**config.mk**
```make
export PLATFORM = sky130hd
export DESIGN_NAME = booth_mult_seq_flat
export DESIGN_NICKNAME = d
export VERILOG_FILES = /design/src/rtl/booth_pkg.sv /design/src/rtl/booth_mult_seq_if.sv /design/src/rtl/booth_addsub.sv /design/src/rtl/booth_mult_seq.sv /design/src/flat_wrapper.sv
export SDC_FILE = /design/constraint.sdc
export NUM_CORES = 1
export LEC_CHECK = 0
export ABC_AREA = 1
export CAP_MARGIN = 40
export CORE_UTILIZATION = 55
export CTS_BUF_LIST = sky130_fd_sc_hd__clkbuf_16
export CTS_CLUSTER_DIAMETER = 50
export CTS_CLUSTER_SIZE = 24
export DETAILED_ROUTE_END_ITERATION = 10
export HOLD_SLACK_MARGIN = 0.12
export PLACE_DENSITY = 0.92
export SETUP_SLACK_MARGIN = 0.1
export SYNTH_ARGS = -nofsm -noshare
export SYNTH_HDL_FRONTEND = slang
export SYNTH_HIERARCHICAL = 1
export SYNTH_SLANG_ARGS = --single-unit
export TNS_END_PERCENT = 30
```
**constraint.sdc**
```tcl
create_clock -name clk -period 4.8 [get_ports clk]
set_clock_uncertainty 0.2 [all_clocks]
set_input_delay 1.2 -clock clk [delete_from_list [all_inputs] [get_ports clk]]
set_output_delay 1.2 -clock clk [all_outputs]
set_load 0.01 [all_outputs]
```
**src/rtl/booth_pkg.sv**
```systemverilog
// Shared types for the sequential Booth multiplier: FSM states and Booth recoding of {Q[0],Q_1}.
package booth_pkg;

    typedef enum logic [1:0] {
        IDLE = 2'b00,
        RUN  = 2'b01,
        DONE = 2'b10
    } state_t;

    typedef enum logic [1:0] {
        OP_NOP = 2'b00,
        OP_ADD = 2'b01,
        OP_SUB = 2'b10
    } booth_op_t;

    // Radix-2 recoding: 01 adds M, 10 subtracts M, 00/11 leave A untouched.
    function automatic booth_op_t booth_op(input logic q0, input logic q_1);
        case ({q0, q_1})
            2'b01:   return OP_ADD;
            2'b10:   return OP_SUB;
            default: return OP_NOP;
        endcase
    endfunction

endpackage

```
**src/rtl/booth_mult_seq_if.sv**
```systemverilog
// Operand/result handshake bundle for booth_mult_seq; is_unsigned exists only with BOOTH_UNSIGNED_EN.
interface booth_mult_seq_if #(parameter int WIDTH = 8);

    logic                 in_valid;
    logic                 in_ready;
    logic [WIDTH-1:0]     mc;
    logic [WIDTH-1:0]     mp;
`ifdef BOOTH_UNSIGNED_EN
    logic                 is_unsigned;
`endif
    logic                 out_valid;
    logic                 out_ready;
    logic [2*WIDTH-1:0]   prod;
    logic                 busy;

    modport master (
        output in_valid, mc, mp, out_ready,
`ifdef BOOTH_UNSIGNED_EN
        output is_unsigned,
`endif
        input  in_ready, out_valid, prod, busy
    );

    modport slave (
        input  in_valid, mc, mp, out_ready,
`ifdef BOOTH_UNSIGNED_EN
        input  is_unsigned,
`endif
        output in_ready, out_valid, prod, busy
    );

endinterface

```
**src/rtl/booth_addsub.sv**
```systemverilog
// Accumulator adder/subtractor: sum = a + (sub ? ~b : b) + sub, i.e. two's-complement subtract via carry-in.
module booth_addsub #(
    parameter int W = 9
) (
    input  logic signed [W-1:0] a,
    input  logic signed [W-1:0] b,
    input  logic                sub,
    output logic signed [W-1:0] sum
);

    logic signed [W-1:0] b_eff;
    logic signed [W-1:0] cin;

    assign b_eff = sub ? ~b : b;
    assign cin   = $signed({{(W-1){1'b0}}, sub});
    assign sum   = a + b_eff + cin;

endmodule

```
**src/rtl/booth_mult_seq.sv**
```systemverilog
// Sequential radix-2 Booth multiplier with valid/ready handshakes and a WIDTH+1-bit accumulator.
// Define BOOTH_UNSIGNED_EN to add the is_unsigned operand mode (one extra iteration).
module booth_mult_seq
    import booth_pkg::*;
#(
    parameter int WIDTH = 8
) (
    input  logic            clk,
    input  logic            rst,
    booth_mult_seq_if.slave bus
);

    localparam int AW = WIDTH + 1;
`ifdef BOOTH_UNSIGNED_EN
    localparam int QW = WIDTH + 1;
`else
    localparam int QW = WIDTH;
`endif
    localparam int CW = $clog2(WIDTH + 2);

    state_t                state;
    logic signed [AW-1:0]  a;
    logic signed [AW-1:0]  m;
    logic        [QW-1:0]  q;
    logic                  q_1;
    logic        [CW-1:0]  count;
    logic        [CW-1:0]  last;
    logic                  in_ready_r;
    logic                  out_valid_r;
    logic                  busy_r;
    booth_op_t             op;
    logic signed [AW-1:0]  sum;
    logic signed [AW-1:0]  a_next;
    logic                  mc_ext;
    logic                  mp_ext;

    assign op     = booth_op(q[0], q_1);
    assign a_next = (op == OP_NOP) ? a : sum;

    booth_addsub #(.W(AW)) u_addsub (
        .a   (a),
        .b   (m),
        .sub (op == OP_SUB),
        .sum (sum)
    );

`ifdef BOOTH_UNSIGNED_EN
    logic uns;

    // Unsigned operands are zero-extended so the extra Booth step sees a positive multiplier.
    assign mc_ext    = bus.is_unsigned ? 1'b0 : bus.mc[WIDTH-1];
    assign mp_ext    = bus.is_unsigned ? 1'b0 : bus.mp[WIDTH-1];
    assign last      = uns ? CW'(WIDTH) : CW'(WIDTH - 1);
    // Signed runs shift WIDTH times, leaving the unused extension bit of Q at Q[0].
    assign bus.prod  = uns ? {a[WIDTH-2:0], q} : {a[WIDTH-1:0], q[QW-1:1]};
`else
    assign mc_ext    = bus.mc[WIDTH-1];
    assign mp_ext    = bus.mp[WIDTH-1];
    assign last      = CW'(WIDTH - 1);
    assign bus.prod  = {a[WIDTH-1:0], q};
`endif

    assign bus.in_ready  = in_ready_r;
    assign bus.out_valid = out_valid_r;
    assign bus.busy      = busy_r;

    always_ff @(posedge clk) begin
        if (rst) begin
            state       <= IDLE;
            a           <= '0;
            q           <= '0;
            m           <= '0;
            q_1         <= 1'b0;
            count       <= '0;
            in_ready_r  <= 1'b1;
            out_valid_r <= 1'b0;
            busy_r      <= 1'b0;
`ifdef BOOTH_UNSIGNED_EN
            uns         <= 1'b0;
`endif
        end else begin
            case (state)
                IDLE: begin
                    if (bus.in_valid && in_ready_r) begin
                        m          <= $signed({mc_ext, bus.mc});
`ifdef BOOTH_UNSIGNED_EN
                        q          <= {mp_ext, bus.mp};
                        uns        <= bus.is_unsigned;
`else
                        q          <= bus.mp;
`endif
                        a          <= '0;
                        q_1        <= 1'b0;
                        count      <= '0;
                        state      <= RUN;
                        in_ready_r <= 1'b0;
                        busy_r     <= 1'b1;
                    end
                end
                RUN: begin
                    // Arithmetic shift of {A,Q,Q_1}; the extra accumulator bit absorbs -M overflow.
                    a     <= {a_next[AW-1], a_next[AW-1:1]};
                    q     <= {a_next[0], q[QW-1:1]};
                    q_1   <= q[0];
                    count <= count + 1'b1;
                    if (count == last) begin
                        state       <= DONE;
                        out_valid_r <= 1'b1;
                    end
                end
                DONE: begin
                    if (bus.out_ready) begin
                        state       <= IDLE;
                        out_valid_r <= 1'b0;
                        in_ready_r  <= 1'b1;
                        busy_r      <= 1'b0;
                    end
                end
                default: begin
                    state       <= IDLE;
                    in_ready_r  <= 1'b1;
                    out_valid_r <= 1'b0;
                    busy_r      <= 1'b0;
                end
            endcase
        end
    end

    // Silence stage-3 style lint on the mp sign bit when only the unsigned build consumes it.
    logic unused_ok;
    assign unused_ok = mp_ext;

endmodule

```
**src/flat_wrapper.sv**
```systemverilog
// flat-port wrapper written by rule: the top's interface ports become plain ports
module booth_mult_seq_flat import booth_pkg::*;
#(
    parameter int WIDTH = 8
)
  (clk, rst, bus_in_valid, bus_mc, bus_mp, bus_out_ready, bus_in_ready, bus_out_valid, bus_prod, bus_busy);
  booth_mult_seq_if #(.WIDTH(WIDTH)) bus_i ();
  input  logic clk;
  input  logic rst;
  input wire logic [$bits(bus_i.in_valid)-1:0] bus_in_valid;
  input wire logic [$bits(bus_i.mc)-1:0] bus_mc;
  input wire logic [$bits(bus_i.mp)-1:0] bus_mp;
  input wire logic [$bits(bus_i.out_ready)-1:0] bus_out_ready;
  output wire logic [$bits(bus_i.in_ready)-1:0] bus_in_ready;
  output wire logic [$bits(bus_i.out_valid)-1:0] bus_out_valid;
  output wire logic [$bits(bus_i.prod)-1:0] bus_prod;
  output wire logic [$bits(bus_i.busy)-1:0] bus_busy;
  assign bus_i.in_valid = bus_in_valid;
  assign bus_i.mc = bus_mc;
  assign bus_i.mp = bus_mp;
  assign bus_i.out_ready = bus_out_ready;
  assign bus_in_ready = bus_i.in_ready;
  assign bus_out_valid = bus_i.out_valid;
  assign bus_prod = bus_i.prod;
  assign bus_busy = bus_i.busy;
  booth_mult_seq #(.WIDTH(WIDTH)) u_core (.clk(clk), .rst(rst), .bus(bus_i));
endmodule
```
# Word-level counts from Yosys, hierarchy flattened

Cells that the tools add are included.
W data, S select, Z words.

Register bits after elaboration: 35
Input port bits: 20
Output and inout port bits: 19
Logic and storage cells: 55

Add/sub/neg operators: 3
Bitwise logic cells: 3
Equality and inequality tests: 9
Reductions and logical operators: 9
Mux-type cells: 22

Operators with widths:

| cell                  | count |
|---|---|
| $mux W9               | 3 |
| $pmux W9 S2           | 1 |
| $pmux W8 S2           | 1 |
| $add A9 B2 Y9         | 1 |
| $add A9 B9 Y9         | 1 |
| $not A8 Y9            | 1 |
| $pmux W1 S3           | 3 |
| $reduce_and A3 Y1     | 3 |
| $mux W8               | 1 |
| $pmux W4 S2           | 1 |
| $eq A2 B2 Y1 const B  | 3 |
| $mux W2               | 3 |
| $pmux W2 S3           | 1 |
| $mux W1               | 5 |
| $add A4 B1 Y4 const B | 1 |
| $eq A2 B1 Y1 const B  | 2 |
| $eq A4 B3 Y1 const B  | 1 |
| $logic_not A2 Y1      | 2 |
| $mux W4               | 1 |
| $ne A2 B1 Y1 const B  | 2 |
| $pmux W2 S2           | 1 |
| $reduce_and A2 Y1     | 2 |
| $ne A2 B2 Y1 const B  | 1 |
| $not A1 Y1            | 2 |
| 3 further kinds       | 3 |

# Logic depth before layout (Yosys ltp)

Gate-level depths: netlist (run 1).

Depth after elaboration: 8
Gate-level depth with buffers: 18
Mapped depth without buffers: 17

# Modules after synthesis

The synthesis (run 1) kept the hierarchy.

By module, submodules not included:

| module         | instances | sequential area each (um^2) | cells an instance | area an instance (um^2) |
|---|---|---|---|---|
| booth_mult_seq | 1         | 680.7                       | 195               | 1423.9 |
| booth_addsub   | 1         | 0.0                         | 91                | 531.8 |

# Worst setup path before layout (run 1)

No wires, ideal clock.

Path kind: reg2reg
Start point: register u_core.q[0]
End point: register u_core.a[5]
Stages on the path, launching flop included: 14
Buffers on the path: 1
Path slack: 2.494 ns
Library setup time: 0.070 ns
Arrival: 2.036 ns
Data required time: 4.530 ns
Period minus slack after synthesis: 2.306 ns
Cells stage by stage: dfxtp_1 > ha_1 > buf_6 > xnor2_1 > fa_1 > o21ai_2 > nand2_1 > nand2_1 > nand2_1 > nand2_1 > nor2_1 > nor2_1 > o21ai_0 > a21oi_1

Longest elaborated chain between the ends: 8
Elaborated cells on any way between the ends: 10
Those cells by class: add/sub: 2; eq/ne: 3; mux: 4; reduce/logical: 1

RTL lines:

| item                                         | line                  | source |
|---|---|---|
| start: declaration                           | booth_mult_seq.sv:24  | `logic [QW-1:0] q;` |
| start signal: assignment                     | booth_mult_seq.sv:90  | `q <= bus.mp;` |
| start signal: assignment                     | booth_mult_seq.sv:103 | `q <= {a_next[0], q[QW-1:1]};` |
| $eq A2 B2 Y1 or $eq A2 B1 Y1 (tied branches) | booth_pkg.sv:18       | `case ({q0, q_1})` |
| $pmux W2 S2 *                                | booth_pkg.sv:18       |  |
| $eq A2 B2 Y1 *                               | booth_mult_seq.sv:43  | `.sub (op == OP_SUB),` |
| $mux W9                                      | booth_addsub.sv:14    | `assign b_eff = sub ? ~b : b;` |
| $add A9 B9 Y9                                | booth_addsub.sv:16    | `assign sum = a + b_eff + cin;` |
| $add A9 B2 Y9 *                              | booth_addsub.sv:16    |  |
| named net u_core.sum[6]                      | booth_mult_seq.sv:32  | `logic signed [AW-1:0] sum;` |
| $mux W9 *                                    | booth_mult_seq.sv:38  | `assign a_next = (op == OP_NOP) ? a : sum;` |
| $pmux W9 S2 *                                | booth_mult_seq.sv:82  | `case (state)` |
| end signal: assignment                       | booth_mult_seq.sv:102 | `a <= {a_next[AW-1], a_next[AW-1:1]};` |
| end: declaration                             | booth_mult_seq.sv:22  | `logic signed [AW-1:0] a;` |

Mark *: on every way through the listed nets, which the timed path passes. The rest lies on a longest branch.
A chain may end at the register's enable or synchronous reset.

# Final worst setup path (run 1)

Same ends and word-level chain as after synthesis.

==> results.cfg, run 1 <==
[cells_and_area]
layout-drive-gt1-share_pct = 5.61
flow.area_growth_from_synthesis_pct = 28.8
nets = 350
finalNonFillerCells = 367
design_area_sq_mm = 0.00252
antenna-diode-count = 0

[cts]
cts.path.max_buffers = 2
clk_pin_slew_ps = 60
cts_hold_repair.buffers = 0
cts_resized = 0
cts_root_buf = clkbuf_16
postCtsSetupBuffers = 0
cts_tree = yes
worstSkewPairLatency_ps = 280
h-tree-depth = 2
clock_sinks = 34
numCtsBuffers = 5

[sta]
relSlewSlack_pct = 37.5
fin_crit_sh_pct = 60.5
period_minus_slack_ps = 2900
worst_pin_slew_ps = 935
rsz0062_at_grt = false
finalHoldViolations = 0
slew_viol_final = 0
timing.hold.ws_ps = 267
fin_tns_setup_ps = 0
setup-violations-final = 0
max_freq_mhz = 345

[detailed_routing]
detail-route-antenna-nets = 0
wl_per_cell_um = 12.7
drt-initial-drc-count = 123
drc = 0
viasPerCell = 5.27
drtPass1Iterations = 4
via_count = 1935
drt_wl_total_mm = 4.65

[placed_design]
globalplace.congestion = 0.828
dpl.cell_count = 359
hpwl_mm = 3.10
io_buffers = 38
placed_area_sq_mm = 0.00232

[pwr]
switching_power_w = 0.000375
p_int_w = 0.000780
finalPower_w = 0.00116
p_leak_nw = 1.13
combinationalPowerShare_pct = 32.7
ir_drop_mv = 0.377
power_frac_seq_pct = 31.1
power_density_mw_per_mm2 = 459
clkPwrFrac_pct = 36.3
swShare_pct = 32.4

[yosys]
yosysSeqAreaShare_pct = 34.8
syn_nets = 316
synth_seq_cells = 34
yosysTopAreaCellShare_pct = 34.8
ys_top_cells_by_area = dfxtp_1 35%, nor2_1 11%, nand2_1 9.8%, o21ai_0 7.2%, ha_1 5.8%
ys_types = 26
syn_area_per_cell_sq_um = 6.84
synth_cells = 286
yosys_warnings = 6
synth_top_area_cell = dfxtp_1
netlist_area_sq_mm = 0.00196

[floorplan]
die_w_um = 61.6
fp.dieH_um = 61.6
ios = 39
start_util_pct = 58.1
rows = 21
dieArea_sq_mm = 0.00380
core_sq_mm = 0.00336

[run_status]
status = completed

[global_route]
grt_pass1_wl_mm = 7.46
track_usage_pct = 27.4
grt_max_degree = 32
overflow = 0
antenna_found_initial = 0
grt_pass1_vias = 1697

[worst_setup_path]
endpoint_kind = flip-flop
cp_max_fo = 12
arrival_ps = 2900
crit_path_start_kind = flip-flop
crit_required_ps = 4800
crit_type = flip-flop to flip-flop

[hold_path]
min_path_type = flip-flop to flip-flop

[job]
cap_violations = 0
==> power by group through the flow <==
stage                     sequential, W  combinational [W]  clock, W
final                          0.000359           0.000377  0.000419
after global routing           0.000364           0.000422  0.000435
after CTS                      0.000358           0.000376  0.000425
after detailed placement       0.000363           0.000370         0
after global placement         0.000362           0.000357         0
after floorplan                0.000367           0.000257         0
==> stage by stage <==
step	worst slack [ps]	utilization [%]
floorplan	2490	-
global placement	1800	69.1
detailed placement	1730	69.1
CTS	1920	74.9
global route	1560	74.9
finish	1900	74.9
==> state kept, by name, summed over array words and instances, names as in the netlist <==
signal,count
u_core/q,8
u_core/a,8
u_core/m,8
u_core/bus.busy,1
u_core/bus.out_valid,1
u_core/state,2
u_core/q_1,1
u_core/count,4
u_core/bus.in_ready,1
==> cell families (layout without fill, tap and decap cells) <==
logic type,Yosys count,in the layout,synth area share [%]
buf+inv,38,73,8.70
xor+xnor,14,14,6.65
flops,34,34,34.8
compound gates,50,50,13.2
fa+ha+maj,10,10,6.78
simple gates,140,140,29.8
==> Yosys cell counts <==
library cell and number:
a21o_1 1, a21oi_1 19, buf_2 4, buf_4 2, buf_6 2, clkbuf_1 3, dfxtp_1 34, fa_1 1
ha_1 9, inv_1 25, inv_2 2, nand2_1 51, nand2_2 3, nand2_4 1, nand3_1 20, nand3b_1 1
nor2_1 55, nor2_2 1, nor3_1 7, o21ai_0 28, o21ai_2 1, o21bai_1 1, or2_2 1, xnor2_1 4
xor2_1 9, xor2_2 1
==> final cells by class <==
cell class              count  area [sq um]
multi-input cells         214          1100
repair buffers             38           380
inverters                  27           101
fillers                   271           845
clock inverters             3          68.8
well taps                  46          57.6
clock buffers               5           125
flip-flops and latches     34           681
==> layout by cell type (no fill, tap or decap), types with 2 or more instances in the layout <==
master / instances
nor2_1: 55
nand2_1: 51
clkdlybuf4s50_1: 38
dfxtp_1: 34
o21ai_0: 28
inv_1: 25
nand3_1: 20
a21oi_1: 19
ha_1: 9
xor2_1: 9
nor3_1: 7
clkbuf_16: 5
xnor2_1: 4
nand2_2: 3
bufinv_16: 2
inv_2: 2
==> worst max-delay path, stage by stage (launching register included) <==
cell,delay [ps]
dfxtp_1,390
ha_1,640
xnor2_1,230
fa_1,490
o21ai_2,230
nand2_1,90
nand2_1,70
nand2_1,50
nand2_1,50
nor2_1,40
nor2_1,90
o21ai_0,120
a21oi_1,140
==> routing by layer <==
metal	up-vias	GRT usage, %	part of all wire (%)
met4	0	17.5	1.4
met5	-	0	0
li1	979	-	-
met3	9	3.99	5.1
met1	899	32.6	43
met2	48	45.9	50
==> worst paths after layout <==
check / endpoint / depth (start not counted) / start / slack [ps]
worst max-delay path: u_core/a[5] / 12 / u_core/q[0] / 1900
worst min-delay path: u_core/bus.out_valid / 2 / u_core/bus.out_valid / 270
worst max register to register: u_core/a[5] / 12 / u_core/q[0] / 1900
worst min register to register: u_core/bus.out_valid / 2 / u_core/bus.out_valid / 270
Note: power is estimated with default switching activity, not from simulation.
==> run 2, diff against run 1 <==
--- a/config.mk
+++ b/config.mk
@@ -7,13 +7,13 @@
 export LEC_CHECK = 0
 export ABC_AREA = 1
 export CAP_MARGIN = 40
-export CORE_UTILIZATION = 55
+export CORE_UTILIZATION = 51
 export CTS_BUF_LIST = sky130_fd_sc_hd__clkbuf_16
 export CTS_CLUSTER_DIAMETER = 50
 export CTS_CLUSTER_SIZE = 24
 export DETAILED_ROUTE_END_ITERATION = 10
 export HOLD_SLACK_MARGIN = 0.12
-export PLACE_DENSITY = 0.92
+export PLACE_DENSITY = 0.87
 export SETUP_SLACK_MARGIN = 0.1
 export SYNTH_ARGS = -nofsm -noshare
 export SYNTH_HDL_FRONTEND = slang
==> constraint.sdc (replaced) <==
create_clock -name clk -period 2.7 [get_ports clk]
set_clock_uncertainty 0.2 [all_clocks]
set_input_delay 0.675 -clock clk [delete_from_list [all_inputs] [get_ports clk]]
set_output_delay 0.675 -clock clk [all_outputs]
set_load 0.01 [all_outputs]
==> run 2 against run 1 <==
Sequential power increased by 78%. First-iteration DRC count down 14%. Sequential cell count did not move. Cell count increased by 1.6%. Clock power up 50%. Largest cell class unchanged. Critical path depth is 4 higher. Cell area grew 1.2%. Sequential share of layout area shrank 0.23 points. Highest routed layer unchanged. Power grew 71%.
==> results.cfg, run 2 (synthesis results as in run 1) <==
[global_route]
grt_pass1_vias = 1924
grt_max_degree = 22
grt_pass1_wl_mm = 7.91
overflow = 0
track_usage_pct = 24.5
antenna_found_initial = 0

[floorplan]
start_util_pct = 53.4
fp.dieH_um = 63.9
core_sq_mm = 0.00366
dieArea_sq_mm = 0.00409
rows = 22
ios = 39
die_w_um = 63.9

[pwr]
p_int_w = 0.00132
clkPwrFrac_pct = 31.7
ir_drop_mv = 0.480
power_density_mw_per_mm2 = 775
combinationalPowerShare_pct = 36.0
p_leak_nw = 1.14
switching_power_w = 0.000660
swShare_pct = 33.4
power_frac_seq_pct = 32.3

[worst_setup_path]
arrival_ps = 2370
cp_max_fo = 9
critPathBufInv = 4
crit_type = flip-flop to flip-flop
endpoint_kind = flip-flop
rrSetupSlack_ps = 290
path_cells = inv_1, ha_4, buf_6, xor2_1, ha_1, buf_4, nand2_1, inv_1, nand2_1, nand2_1, nand2_1, nand2_1, nor2_1, nor2_1, o21ai_0, a21oi_1
path_common_cell = nand2_1
path_delay_family = adder cells
slowest_delay_ps = 350
crit_path_top_delay_cell = ha_1
crit_path_start_kind = flip-flop
crit_required_ps = 2660

[cells_and_area]
reg.largest.list = u_core/a: 8 flops, u_core/m: 8 flops, u_core/q: 8 flops
mostFrequentLayoutCells = 54 x nor2_1, 49 x nand2_1, 38 x clkdlybuf4s50_1
antenna-diode-count = 0
layout-drive-gt1-share_pct = 8.62
finalNonFillerCells = 373
final_common_cell = nor2_1
flow.area_growth_from_synthesis_pct = 30.4
nets = 355

[job]
cap_violations = 0

[hold_path]
min_path_type = flip-flop to flip-flop

[cts]
clk_pin_slew_ps = 50
h-tree-depth = 2
cts.path.max_buffers = 2
worstSkewPairLatency_ps = 280
cts_root_buf = clkbuf_16
cts_hold_repair.buffers = 0
numCtsBuffers = 5
clock_sinks = 34
cts_tree = yes

[sta]
relSlewSlack_pct = 65.4
setup-violations-final = 0
fin_tns_setup_ps = 0
slew_viol_final = 0
rsz0062_at_grt = true
finalHoldViolations = 0
period_minus_slack_ps = 2410
max_freq_mhz = 414
fin_crit_sh_pct = 89.4
worst_pin_slew_ps = 518

[detailed_routing]
wl_per_cell_um = 12.5
drt-initial-drc-count = 106
drc = 0
detail-route-antenna-nets = 0
drt_wl_total_mm = 4.65
viasPerCell = 5.17
via_count = 1929
drtPass1Iterations = 4

[placed_design]
globalplace.congestion = 0.885
dpl.cell_count = 365
io_buffers = 38
hpwl_mm = 3.16

[run_status]
status = completed
==> run 2: cell types whose count changed in the layout (fill, tap and decap cells not counted), moves of 2 or more <==
cell     delta
nand2_1     -2
dfxtp_1     -2
dfxtp_2     +2
buf_4       +4
nand2_2     +2
==> run 2: layout make-up <==
type	count	area, sq um
clock inverters	2	33.8
repair buffers	43	422
fillers	282	1110
clock buffers	5	125
multi-input cells	214	1120
inverters	27	101
flip-flops and latches	34	683
well taps	48	60.1
==> run 2: path summary, 6_finish.rpt <==
path                              from                    to  cells after the start
setup / recovery            u_core/q_1           u_core/a[5]                     16
hold reg to reg   u_core/bus.out_valid  u_core/bus.out_valid                      2
setup reg to reg            u_core/q_1           u_core/a[5]                     16
hold / removal    u_core/bus.out_valid  u_core/bus.out_valid                      2
==> run 2: timing repair <==
item	CTS	global route
endpoints found under the setup margin	0	5
gates resized for setup	0	10
buffers inserted	0	1
==> run 2: worst reg2reg max path, cell delays in order (launching register included) <==
cell and delay [ps]:
dfxtp_2 320, inv_1 60, ha_4 180, buf_6 150
xor2_1 170, ha_1 350, buf_4 160, nand2_1 90
inv_1 60, nand2_1 90, nand2_1 50, nand2_1 50
nand2_1 40, nor2_1 120, nor2_1 60, o21ai_0 80
a21oi_1 80
==> run 2: layer usage <==
layer	part of all wire [%]	global-route usage, %	vias to the layer above
met5	0	0	-
li1	-	-	990
met1	45	27.8	884
met2	49	42.2	45
met4	1.4	12.8	0
met3	4.3	5.71	10
==> run 2: power groups by stage <==
stage | logic [W] | registers, W | clock network, W
3_5_place_dp | 0.000669 | 0.000644 | 0
6_report | 0.000712 | 0.000638 | 0.000627
2_1_floorplan | 0.000457 | 0.000653 | 0
4_1_cts | 0.000676 | 0.000634 | 0.000636
3_3_place_gp | 0.000655 | 0.000642 | 0
5_1_grt | 0.000791 | 0.000646 | 0.000658
==> run 2: per-stage QoR <==
step / instance area (sq um) / hold WS [ps] / power, W / util [%] / worst slack [ps]
4_1_cts: 2520 / 279 / 0.00195 / 68.7 / 208
3_5_place_dp: 2360 / 266 / 0.00131 / 64.4 / 234
3_3_place_gp: 2360 / 254 / 0.00130 / 64.4 / 296
5_1_grt: 2550 / 298 / 0.00210 / 69.7 / 71.8
6_report: 2550 / 270 / 0.00198 / 69.7 / 287
2_1_floorplan: 1960 / 254 / 0.00111 / - / 394
